`config.mk`:
```
export PLATFORM = sky130hd
export DESIGN_NAME = dec_wr_pipe
export DESIGN_NICKNAME = d
export VERILOG_FILES = /design/src/rtl/dec_pkg.sv /design/src/rtl/dec_stage.sv /design/src/rtl/dec_wr_pipe.sv
export SDC_FILE = /design/constraint.sdc
export NUM_CORES = 1
export LEC_CHECK = 0
export BUFFER_PORTS_ARGS = -buffer_cell sky130_fd_sc_hd__buf_4
export CORE_ASPECT_RATIO = 0.8
export CORE_MARGIN = 3
export CORE_UTILIZATION = 25
export CTS_CLUSTER_SIZE = 40
export DETAILED_ROUTE_END_ITERATION = 12
export GPL_TIMING_DRIVEN = 0
export MAX_ROUTING_LAYER = met4
export PLACE_DENSITY_LB_ADDON = 0.25
export SYNTH_ARGS = -nofsm -noshare
export SYNTH_HDL_FRONTEND = slang
export SYNTH_SLANG_ARGS = --single-unit
```
`constraint.sdc`:
```
create_clock -name clk -period 0.9 [get_ports clk]
set_input_delay 0.09 -clock clk [delete_from_list [all_inputs] [get_ports clk]]
set_output_delay 0.09 -clock clk [all_outputs]
set_load 0.1 [all_outputs]
```
`src/rtl/dec_pkg.sv`:
```
// dec_pkg: shared constants, the pipeline entry type and a saturating
// counter helper for the write-select decoder pipeline (dec_wr_pipe).
package dec_pkg;

  localparam int unsigned DEC_ADDR_W_DEF = 3;
  localparam int unsigned DEC_CNT_W      = 8;

  // One pipeline entry at the default address width.
  typedef struct packed {
    logic                            valid;
    logic [DEC_ADDR_W_DEF-1:0]       addr;
    logic [(2**DEC_ADDR_W_DEF)-1:0]  sel;
  } dec_entry_t;

  // Increment that sticks at all-ones instead of wrapping.
  function automatic logic [DEC_CNT_W-1:0] dec_sat_inc(input logic [DEC_CNT_W-1:0] v);
    return (v == '1) ? v : v + DEC_CNT_W'(1);
  endfunction

endpackage

```
`src/rtl/dec_stage.sv`:
```
// dec_stage: one valid/ready register slice.
//   clk, reset       rising-edge clock, synchronous active-high reset
//   flush            clears the held valid bit on the next edge
//   in_valid/ready   upstream handshake, in_data payload
//   out_valid/ready  downstream handshake, out_data payload
// The slice loads whenever it is empty or its content is leaving, so
// in_ready depends only on local state and out_ready, never on in_valid.
module dec_stage #(
  parameter int unsigned W = 1
) (
  input  logic         clk,
  input  logic         reset,
  input  logic         flush,
  input  logic         in_valid,
  output logic         in_ready,
  input  logic [W-1:0] in_data,
  output logic         out_valid,
  input  logic         out_ready,
  output logic [W-1:0] out_data
);

  logic         valid_q;
  logic [W-1:0] data_q;

  assign in_ready  = !valid_q || out_ready;
  assign out_valid = valid_q;
  assign out_data  = data_q;

  always_ff @(posedge clk) begin
    if (reset) begin
      valid_q <= 1'b0;
      data_q  <= '0;
    end else if (flush) begin
      valid_q <= 1'b0;
    end else if (in_ready) begin
      valid_q <= in_valid;
      if (in_valid) begin
        data_q <= in_data;
      end
    end
  end

endmodule

```
`src/rtl/dec_wr_pipe.sv`:
```
// dec_wr_pipe: decodes a write address/enable pair into a one-hot register
// write select and carries it through STAGES (1 or 2) valid/ready slices.
//   clk, reset          rising-edge clock, synchronous active-high reset
//   in_valid/in_ready   input handshake; in_addr, in_wen are the payload
//   flush               discards every in-flight entry and the input offered
//   out_valid/out_ready output handshake
//   out_sel             one-hot write select, zero when out_valid=0
//   out_addr            registered copy of the address
//   drop_cnt            saturating count of suppressed zero-register writes
//   sel_err             (only with DEC_ONEHOT_CHK_EN defined) sticky flag set
//                       when out_sel is not a legal one-hot of out_addr
// Parameters: ADDR_W address width, STAGES register depth (1 or 2),
// ZERO_EN makes index 2**ADDR_W-1 a hardwired-zero register.
module dec_wr_pipe
  import dec_pkg::*;
#(
  parameter int unsigned ADDR_W  = DEC_ADDR_W_DEF,
  parameter int unsigned STAGES  = 1,
  parameter int unsigned ZERO_EN = 0
) (
  input  logic                   clk,
  input  logic                   reset,
  input  logic                   in_valid,
  output logic                   in_ready,
  input  logic [ADDR_W-1:0]      in_addr,
  input  logic                   in_wen,
  input  logic                   flush,
  output logic                   out_valid,
  input  logic                   out_ready,
  output logic [(2**ADDR_W)-1:0] out_sel,
  output logic [ADDR_W-1:0]      out_addr,
  output logic [DEC_CNT_W-1:0]   drop_cnt
`ifdef DEC_ONEHOT_CHK_EN
  ,
  output logic                   sel_err
`endif
);

  localparam int unsigned N = 2**ADDR_W;
  localparam int unsigned W = ADDR_W + N;

  logic         is_zero_reg;
  logic [N-1:0] dec_sel;
  logic [W-1:0] entry_in;
  logic         last_valid;
  logic [W-1:0] last_data;

  assign is_zero_reg = (ZERO_EN != 0) && (in_addr == '1);

  always_comb begin
    dec_sel = '0;
    if (in_wen && !is_zero_reg) begin
      dec_sel[in_addr] = 1'b1;
    end
  end

  assign entry_in = {in_addr, dec_sel};

  // Separate per-depth chains keep the ready path free of a self-referencing
  // vector, which a shared array indexed by stage would create.
  if (STAGES == 1) begin : g_one
    dec_stage #(.W(W)) u_s0 (
      .clk       (clk),
      .reset     (reset),
      .flush     (flush),
      .in_valid  (in_valid),
      .in_ready  (in_ready),
      .in_data   (entry_in),
      .out_valid (last_valid),
      .out_ready (out_ready),
      .out_data  (last_data)
    );
  end else begin : g_two
    logic         mid_valid;
    logic         mid_ready;
    logic [W-1:0] mid_data;

    dec_stage #(.W(W)) u_s0 (
      .clk       (clk),
      .reset     (reset),
      .flush     (flush),
      .in_valid  (in_valid),
      .in_ready  (in_ready),
      .in_data   (entry_in),
      .out_valid (mid_valid),
      .out_ready (mid_ready),
      .out_data  (mid_data)
    );

    dec_stage #(.W(W)) u_s1 (
      .clk       (clk),
      .reset     (reset),
      .flush     (flush),
      .in_valid  (mid_valid),
      .in_ready  (mid_ready),
      .in_data   (mid_data),
      .out_valid (last_valid),
      .out_ready (out_ready),
      .out_data  (last_data)
    );
  end

  assign out_valid = last_valid;
  assign out_sel   = last_valid ? last_data[N-1:0] : '0;
  assign out_addr  = last_data[W-1:N];

  // A write offered together with flush is discarded, so it is not counted.
  always_ff @(posedge clk) begin
    if (reset) begin
      drop_cnt <= '0;
    end else if (!flush && in_valid && in_ready && in_wen && is_zero_reg) begin
      drop_cnt <= dec_sat_inc(drop_cnt);
    end
  end

`ifdef DEC_ONEHOT_CHK_EN
  logic sel_bad;

  assign sel_bad = ($countones(out_sel) > 1) ||
                   ((out_sel != '0) && (out_sel != (N'(1) << out_addr)));

  always_ff @(posedge clk) begin
    if (reset) begin
      sel_err <= 1'b0;
    end else if (sel_bad) begin
      sel_err <= 1'b1;
    end
  end
`endif

endmodule

```
==> results.sh <==
export IMPL_crit_arrival_ns=1.13
export IMPL_slowest_stage="dfxtp_4"
export IMPL_drive_gt1_share_pct=59.0
export IMPL_p_leak_nw=0.518
export IMPL_cts_buffers=3
export IMPL_worst_pin_slew_ns=0.523
export IMPL_synth_warnings=0
export IMPL_cp_required_ns=0.81
export IMPL_first_pass_iters=3
export IMPL_hold_start="in_addr[0]"
export IMPL_criticalPathCategory="reg -> out"
export IMPL_rr_worst_depth=6
export IMPL_place_gp_congestion=0.771
export IMPL_wl_per_cell_um=11.5
export IMPL_grt_max_degree=11
export IMPL_drtIter0Drc=9
export IMPL_insertedDiodeCount=0
export IMPL_placedCellCount=146
export IMPL_period_share_pct=135
export IMPL_outcome="finished with violations"
export IMPL_r2r_setup_slack_ns=-0.28
export IMPL_dp_slack_ns=-0.214
export IMPL_clock_latency_ns=0.28
export IMPL_reg2reg_to="g_one.u_s0.out_data[7]"
export IMPL_crit_path_start_kind="register"
export IMPL_fmax_mhz=821
export IMPL_initial_core_util_pct=26.9
export IMPL_rsz0062_at_grt="yes"
export IMPL_skew_ns=0.0132
export IMPL_hpwlAfterDp_um=1230
export IMPL_failed_checks="setup timing"
export IMPL_vias=660
export IMPL_synth_top_area_share_pct=35.4
export IMPL_crit_chain="and2b_4 -> inv_4 -> buf_12 -> buf_12"
export IMPL_slew_headroom_pct=65.2
export IMPL_cts_sink_count=12
export IMPL_syn_cell_area_um2=679
export IMPL_synth_cells=82
export IMPL_vias_per_cell=4.18
export IMPL_cts_tree="yes"
export IMPL_root_buffer="clkbuf_4"
export IMPL_cp_end_kind="output pin"
export IMPL_synth_cell_types=20
export IMPL_final_common_cell="buf_4"
export IMPL_h_tree_depth=1
export IMPL_clk_pin_slew_worst_paths_ns=0.08
export IMPL_die_area_mm2=0.00338
export IMPL_dieHeight_um=52.6
export IMPL_setup_viol=25
export IMPL_syn2layout_area_growth_pct=91.2
export IMPL_die_width_um=64.3
export IMPL_antenna_found_initial=0
export IMPL_grt_total_usage_pct=11.6
export IMPL_p_total_mw=1.39
export IMPL_slowest_delay_ns=0.37
export IMPL_netlist_top_cells_area="dfxtp_1, buf_4, and2_1"
export IMPL_portBuffers=21
export IMPL_critical_path_max_fanout=2
export IMPL_hold_end="g_one.u_s0.out_data[8]"
export IMPL_drv_cap=0
export IMPL_synth_top_cell_by_area="dfxtp_1"
export IMPL_grt_overflow_total=0
export IMPL_finalHoldViolations=0
export IMPL_synth_seq_cells=12
export IMPL_clockBufferDepth=2
export IMPL_hold_path_class="in -> reg"
export IMPL_syn_avg_cell_area_um2=8.29
export IMPL_coreArea_mm2=0.00252
export IMPL_ioPinCount=30
export IMPL_wirelength_um=1810
export IMPL_ant_nets=0
export IMPL_mostFrequentLayoutCells="buf_4, buf_12, a21oi_1"
export IMPL_grt_pass1_wl_um=2860
export IMPL_power_density_mw_per_mm2=1070
export IMPL_cp_common_cell="buf_12"
export IMPL_min_period_ns=1.22
export IMPL_yosysSeqAreaShare_pct=35.4
export IMPL_final_cell_count_no_fill=158
export IMPL_hold_depth=3
export IMPL_slew_viol_final=0
export IMPL_peakVddDrop_mv=0.688
export IMPL_route_detailed_drc=0
export IMPL_fin_ws_ns=-0.318
export IMPL_num_rows=16
export IMPL_grt_pass1_vias=623
export IMPL_layout_nets=132
export IMPL_rr_startpoint="g_one.u_s0.out_valid"
critical path, delay by kind of cell, from the launching register on:
family	cells	cell delay, ns
simple gates	1	0.17
buf+inv	3	0.30
flops	1	0.37
report_power, final:
| group | switching [mW] | internal (mW) |
|---|---|---|
| Sequential | 0.00938 | 0.542 |
| Clock | 0.183 | 0.172 |
| Combinational | 0.322 | 0.161 |
registers in the layout (all words and copies together) (netlist names):
register,cells
g_one.u_s0.out_valid,1
g_one.u_s0.out_data,11
logic make-up (layout without fill, tap and decap cells):
logic type / count (synthesis) / after routing / synth area share, %
other cells: 1 / 8 / 0.552
flops: 12 / 12 / 35.4
buf+inv: 17 / 50 / 18.8
simple gates: 30 / 30 / 27.4
compound gates: 22 / 22 / 17.9
worst max path at each step:
stage	slack (ns)	endpoint	depth (start not counted)	startpoint
after floorplan	-0.35	g_one.u_s0.out_data[1]	5	g_one.u_s0.out_valid
after global placement	-0.21	in_ready	4	g_one.u_s0.out_valid
after CTS	-0.32	in_ready	4	g_one.u_s0.out_valid
after detailed placement	-0.21	in_ready	4	g_one.u_s0.out_valid
after global routing	-0.36	in_ready	4	g_one.u_s0.out_valid
final	-0.32	in_ready	4	g_one.u_s0.out_valid
layout make-up:
cell class	instances	area, µm²
Buffer	15	134
Clock buffer	4	26.3
Fill cell	255	1220
Inverter	1	6.26
Multi-Input combinational cell	60	414
Sequential cell	12	248
Tap cell	36	45.0
Timing Repair Buffer	30	425
metrics by stage:
stage	cell area, µm²	util [%]	setup TNS [ns]	hold slack (ns)
3_3_place_gp	952	37.7	-1.61	0.259
4_1_cts	1260	50.1	-5.75	0.0711
2_1_floorplan	749	-	-6.06	0.150
6_report	1300	51.5	-5.81	0.0714
5_1_grt	1300	51.5	-6.91	0.0737
3_5_place_dp	952	37.7	-1.78	0.270
repair_timing:
item | 4_1_cts | 5_1_grt
buffers inserted | 5 | 1
pin swaps | 3 | 0
resized for setup | 56 | 5
hold buffers | 2 | 0
endpoints found under the hold margin | 2 | 0
gates cloned | 1 | 0
endpoints found under the setup margin | 25 | 25
cell usage after synthesis:
master    number
a21oi_2        2
nor2_1         2
and2b_4        1
dfxtp_1       12
clkbuf_1       1
inv_4          1
a21oi_1        9
nor3_2         1
buf_6          2
buf_2          1
buf_4         12
o21ai_2        1
nand2b_1       1
nor2b_1        4
and2_1        10
o21ai_1        8
conb_1         1
nand4_1        8
o21ai_0        2
nand3_1        3
routing by layer:
metal  part of all wire (%)  wire length, µm  up-vias  track usage (%)
met2                     49              889       22             19.0
met1                     44              792      291             13.8
met4                   0.44                8        0             3.16
li1                       -                -      345                -
met5                      0                0        -                -
met3                    6.7              121        2             3.86
Note: power is estimated with default switching activity, not from simulation.
